<file path="src/rtl/pyjamask96_ctrl.sv">
// rtl/pyjamask96_ctrl.sv - sequencer wrapping the byte-serial pyjamask96 core
//
// Accepts one 96-bit block plus 128-bit key, streams them into the core over
// 16 load cycles, pulses start, waits for the core's valid, deserialises the
// 12 ciphertext bytes and presents the 96-bit result on a valid/ready port.
//
// Ports:
//   clk, reset                    rising-edge clock, async active-high reset
//   in_valid/in_ready             request handshake, in_block (96b), in_key (128b)
//   out_valid/out_ready           result handshake, out_block (96b)
//   busy                          high in any state other than IDLE
//   error                         sticky timeout / truncated-output flag
//   core_reset_n                  ~reset, active-low reset for the core
//   core_load, core_start         core control strobes
//   core_byte_in/core_byte_key_in byte-serial block / key into the core
//   core_valid, core_byte_out     byte-serial result from the core
// Byte 0 of every wide bus is its most significant byte.

module pyjamask96_ctrl #(
  parameter int START_CYCLES = 2,
  parameter int TIMEOUT      = 1024
) (
  input  logic         clk,
  input  logic         reset,
  input  logic         in_valid,
  output logic         in_ready,
  input  logic [95:0]  in_block,
  input  logic [127:0] in_key,
  output logic         out_valid,
  input  logic         out_ready,
  output logic [95:0]  out_block,
  output logic         busy,
  output logic         error,
  output logic         core_reset_n,
  output logic         core_load,
  output logic         core_start,
  output logic [7:0]   core_byte_in,
  output logic [7:0]   core_byte_key_in,
  input  logic         core_valid,
  input  logic [7:0]   core_byte_out
);

  typedef enum logic [2:0] {
    S_IDLE,
    S_LOAD,
    S_GAP,
    S_START,
    S_WAIT,
    S_COLLECT,
    S_DONE
  } state_t;

  state_t         state;

  // Shadow registers double as shift registers: they hold the bytes still to
  // be sent, MSB first. The block register empties after byte 11, which
  // naturally yields the four trailing 8'h00 load bytes.
  logic [95:0]    blk_sh;
  logic [127:0]   key_sh;

  logic [3:0]     load_cnt;
  logic [2:0]     start_cnt;
  logic [15:0]    wait_cnt;
  logic [3:0]     byte_cnt;

  assign core_reset_n = ~reset;

  always_ff @(posedge clk or posedge reset) begin
    if (reset) begin
      state            <= S_IDLE;
      in_ready         <= 1'b1;
      out_valid        <= 1'b0;
      out_block        <= '0;
      busy             <= 1'b0;
      error            <= 1'b0;
      core_load        <= 1'b0;
      core_start       <= 1'b0;
      core_byte_in     <= 8'h00;
      core_byte_key_in <= 8'h00;
      blk_sh           <= '0;
      key_sh           <= '0;
      load_cnt         <= '0;
      start_cnt        <= '0;
      wait_cnt         <= '0;
      byte_cnt         <= '0;
    end else begin
      case (state)
        S_IDLE: begin
          if (in_valid && in_ready) begin
            // Byte 0 goes straight onto the buses; the rest wait in the shadows.
            core_byte_in     <= in_block[95:88];
            core_byte_key_in <= in_key[127:120];
            blk_sh           <= {in_block[87:0], 8'h00};
            key_sh           <= {in_key[119:0], 8'h00};
            core_load        <= 1'b1;
            load_cnt         <= 4'd0;
            in_ready         <= 1'b0;
            busy             <= 1'b1;
            error            <= 1'b0;
            state            <= S_LOAD;
          end
        end

        S_LOAD: begin
          if (load_cnt == 4'd15) begin
            core_load        <= 1'b0;
            core_byte_in     <= 8'h00;
            core_byte_key_in <= 8'h00;
            state            <= S_GAP;
          end else begin
            load_cnt         <= load_cnt + 4'd1;
            core_byte_in     <= blk_sh[95:88];
            core_byte_key_in <= key_sh[127:120];
            blk_sh           <= {blk_sh[87:0], 8'h00};
            key_sh           <= {key_sh[119:0], 8'h00};
          end
        end

        S_GAP: begin
          core_start <= 1'b1;
          start_cnt  <= 3'd0;
          state      <= S_START;
        end

        S_START: begin
          if (start_cnt == 3'(START_CYCLES - 1)) begin
            core_start <= 1'b0;
            wait_cnt   <= 16'd0;
            state      <= S_WAIT;
          end else begin
            start_cnt <= start_cnt + 3'd1;
          end
        end

        S_WAIT: begin
          wait_cnt <= wait_cnt + 16'd1;
          if (core_valid) begin
            out_block <= {out_block[87:0], core_byte_out};
            byte_cnt  <= 4'd1;
            state     <= S_COLLECT;
          end else if (wait_cnt == 16'(TIMEOUT - 1)) begin
            // This is the TIMEOUT-th WAIT cycle without a response.
            error    <= 1'b1;
            in_ready <= 1'b1;
            busy     <= 1'b0;
            state    <= S_IDLE;
          end
        end

        S_COLLECT: begin
          if (!core_valid) begin
            error    <= 1'b1;
            in_ready <= 1'b1;
            busy     <= 1'b0;
            state    <= S_IDLE;
          end else begin
            out_block <= {out_block[87:0], core_byte_out};
            if (byte_cnt == 4'd11) begin
              out_valid <= 1'b1;
              state     <= S_DONE;
            end else begin
              byte_cnt <= byte_cnt + 4'd1;
            end
          end
        end

        S_DONE: begin
          if (out_ready) begin
            out_valid <= 1'b0;
            in_ready  <= 1'b1;
            busy      <= 1'b0;
            state     <= S_IDLE;
          end
        end

        default: begin
          state <= S_IDLE;
        end
      endcase
    end
  end

endmodule
</file>
<file path="config.mk">
export PLATFORM = sky130hd
export DESIGN_NAME = pyjamask96_ctrl
export DESIGN_NICKNAME = d
export VERILOG_FILES = /design/src/rtl/pyjamask96_ctrl.sv
export SDC_FILE = /design/constraint.sdc
export NUM_CORES = 1
export LEC_CHECK = 0
export ABC_AREA = 1
export BUFFER_PORTS_ARGS = -buffer_cell sky130_fd_sc_hd__buf_2
export CORE_MARGIN = 4
export CORE_UTILIZATION = 50
export DETAILED_ROUTE_END_ITERATION = 8
export PLACE_DENSITY = 0.77
export SYNTH_ARGS = -nofsm -noshare
export SYNTH_HDL_FRONTEND = slang
export SYNTH_SLANG_ARGS = --single-unit
</file>
<file path="constraint.sdc">
create_clock -name clk -period 9 [get_ports clk]
set_input_delay 0 -clock clk [delete_from_list [all_inputs] [get_ports clk]]
set_output_delay 0 -clock clk [all_outputs]
set_load 0.005 [all_outputs]
</file>
==> out/results.tsv <==
metric	value	unit
setup_violations	0	
total_power	3440	uW
skew	0.0252	ns
crit_top_cell	buf_4	
cts_resized	0	
nets	2587	
clockBufferDepth	3	
ys_warn_count	0	
drc	0	
post_dp_cell_area	18600	um2
fin_area	22200	um2
setup_tns	0	ns
drtIter0Drc	1154	
coreArea	33500	um2
status	finished clean	
cts_root_buf	clkbuf_16	
startpoint_type	flop	
fp.dieH	192	um
pre_cts_ws	5.07	ns
cp-end-kind	flop	
cts.htree.levels	2	
layout-drive-gt1-share	0.255	
p_leak	0.00999	uW
multi_input_area	6240	um2
row_count	67	
path_class	reg2reg	
p_per_area	155	nW/um2
gr-usage-all-layers	0.259	
synth_seq_area_share	0.525	
num_vias	14900	
antenna_found_initial	6	
seqCellArea	8910	um2
ant_nets	0	
crit_fanout	135	
n_fill_cell	2483	
grt_pass1_vias	15000	
slew_violations	0	
grt_pass1_wl	77500	um
ys_types	34	
crit_required	9.37	ns
period_share	0.450	
rsz0062_at_grt	false	
placed_cells	2516	
grt_max_degree	188	
avgSynthCellArea	9.35	um2
fin_cells	2825	
synthTopCellsByArea	dfrtp_1 52%, o211ai_2 12%, nand2_1 9.8%, o21ai_1 5.7%, inv_1 5.5%	
synth_area	17000	um2
min_period	4.05	ns
route.detailed.wl_per_inst	17.3	um
clkTransAtPathRegs	0.06	ns
synth.top_cell.area_share	0.523	
yosysTopAreaCell	dfrtp_1	
worst_slack	4.95	ns
maxCapViolations	0	
numClockSinks	356	
synth_ff_type	dfrtp_1	
cts_setup_buffers	0	
min_path_type	in2async	
port_buffers	355	
timing.fmax	0.247	GHz
cts_buffers	39	
drt_pre_antenna_iters	5	
num_io_pins	356	
die-width	192	um
crit_chain	inv_4 > nand3_4 > inv_8 > buf_4 > buf_4 > nand2_1 > o211ai_2 > o21ai_1	
grt_overflow_total	0	
synth_cells	1815	
dieArea	37000	um2
async_flop_share	1.00	
ctsHoldBuffers	236	
yosys_register_bits	356	
synthesis.nets	2057	
hpwlAfterDp	29200	um
tightest_slew	1.20	ns
start_util	0.506	
report.final.hold_viol_count	0	
synth_edf_count	0	
slowest_stage	buf_4	
critPathMaxStageDelay	0.90	ns
gp_congestion	0.859	
tritoncts	done	
clock_latency	0.53	ns
peakVddDrop	0.120	mV
maxSlewHeadroom	0.197	
crit_arrival	4.43	ns
syn_to_final_growth	30.8	%
wl	48800	um
via_per_inst	5.26	
Yosys cell counts, types with 4 or more instances:
cell      instances
a22oi_1          15
o211ai_2        158
a31oi_1          15
buf_2            36
dfrtp_1         355
nor2_1           63
clkbuf_1         24
buf_4             6
o21ai_1         194
nand3_1          28
inv_2             4
o211ai_1          7
nand2_1         445
inv_1           251
o21ai_2           9
a21oi_1          30
o21ai_0          96
ha_1              5
xor2_1            5
buf_6            49
final cells by class:
| type | instances | area share |
|---|---|---|
| Sequential cell | 356 | 0.401 |
| Multi-Input combinational cell | 1088 | 0.281 |
| Timing Repair Buffer | 604 | 0.191 |
| Clock buffer | 55 | 0.0499 |
| Inverter | 256 | 0.0439 |
| Tap cell | 448 | 0.0252 |
| Clock inverter | 10 | 0.00631 |
| Antenna cell | 8 | 0.000902 |
routing by layer:
layer,wire (um),up-vias,GRT usage,share of wire
li1,-,7012,-,-
met5,7,-,0,0.00014
met1,19200,7083,0.322,0.39
met4,2000,2,0.104,0.041
met2,24300,595,0.446,0.50
met3,3280,175,0.0496,0.067
worst max-delay path, delay by kind of cell (launching register included):
| family | cells | cell delay (ns) |
|---|---|---|
| compound gates | 2 | 0.26 |
| flops | 1 | 0.46 |
| buf+inv | 4 | 2.63 |
| simple gates | 2 | 0.47 |
final timing paths:
check	slack, ns	cells past startpoint	end	from
worst max-delay path	4.95	8	key_sh[41]$_DFFE_PP0P_	state[2]$_DFFE_PP0P_
worst min-delay path	0.13	3	out_block[5]$_DFFE_PP0P_	reset
worst max register to register	4.95	8	key_sh[41]$_DFFE_PP0P_	state[2]$_DFFE_PP0P_
worst min register to register	0.47	2	core_byte_in[5]$_DFFE_PP0P_	core_byte_in[5]$_DFFE_PP0P_
max in group asynchronous	6.62	5	key_sh[11]$_DFFE_PP0P_	reset
min in group clk	0.24	4	out_block[5]$_DFFE_PP0P_	core_byte_out[5]
cells in the final DEF (no fill, tap or decap), types with 2 or more instances in the layout:
cell type | Yosys | routed
inv_2 | 4 | 3
nand3_1 | 28 | 28
a22oi_1 | 15 | 15
o21ai_1 | 194 | 194
a31oi_1 | 15 | 15
clkbuf_1 | 24 | 10
o211ai_1 | 7 | 7
nor2_4 | 2 | 2
nand4_1 | 3 | 3
o211ai_2 | 158 | 158
buf_2 | 36 | 355
xor2_1 | 5 | 5
diode_2 | 0 | 8
o21ai_2 | 9 | 9
bufinv_16 | 0 | 3
ha_1 | 5 | 5
inv_1 | 251 | 250
dlygate4sd3_1 | 0 | 236
nor3_1 | 3 | 3
nor2_1 | 63 | 63
o21ai_0 | 96 | 96
clkinv_2 | 0 | 5
clkbuf_16 | 0 | 40
nand2_1 | 445 | 445
clkbuf_8 | 0 | 5
a21oi_1 | 30 | 30
buf_4 | 6 | 12
dfrtp_1 | 355 | 355
logic make-up (layout without fill, tap and decap cells):
kind of cell | after synthesis | count (layout) | synth area share
other | 0 | 8 | 0
and+or+nand+nor | 549 | 549 | 0.128
xor gates and xnor gates | 6 | 6 | 0.00310
muxes | 1 | 1 | 0.000590
buffers and inverters | 371 | 925 | 0.108
adders and majority gates | 5 | 5 | 0.00369
DFF | 356 | 356 | 0.525
AOI/OAI and AO/OA | 527 | 527 | 0.232
state kept, by name, indices dropped and copies added, names as in the netlist, 3 cells and up:
| register | flops |
|---|---|
| load_cnt | 4 |
| blk_sh | 88 |
| key_sh | 120 |
| wait_cnt | 16 |
| core_byte_key_in | 8 |
| byte_cnt | 4 |
| core_byte_in | 8 |
| state | 3 |
| start_cnt | 3 |
| out_block | 96 |
metrics by stage:
step                       util  hold slack [ns]
after global placement    0.554           0.0930
after detailed placement  0.554            0.103
after global routing      0.662            0.185
after CTS                 0.662            0.102
after floorplan               -            0.121
final                     0.662            0.135
power by group:
part / total, uW / switching [uW] / leakage (uW) / internal, uW
logic: 238 / 109 / 0.00472 / 129
clock network: 1570 / 626 / 0.000614 / 941
registers: 1640 / 15.2 / 0.00465 / 1620
total: 3440 / 750 / 0.00999 / 2690
(Power assumes the default switching activity.)
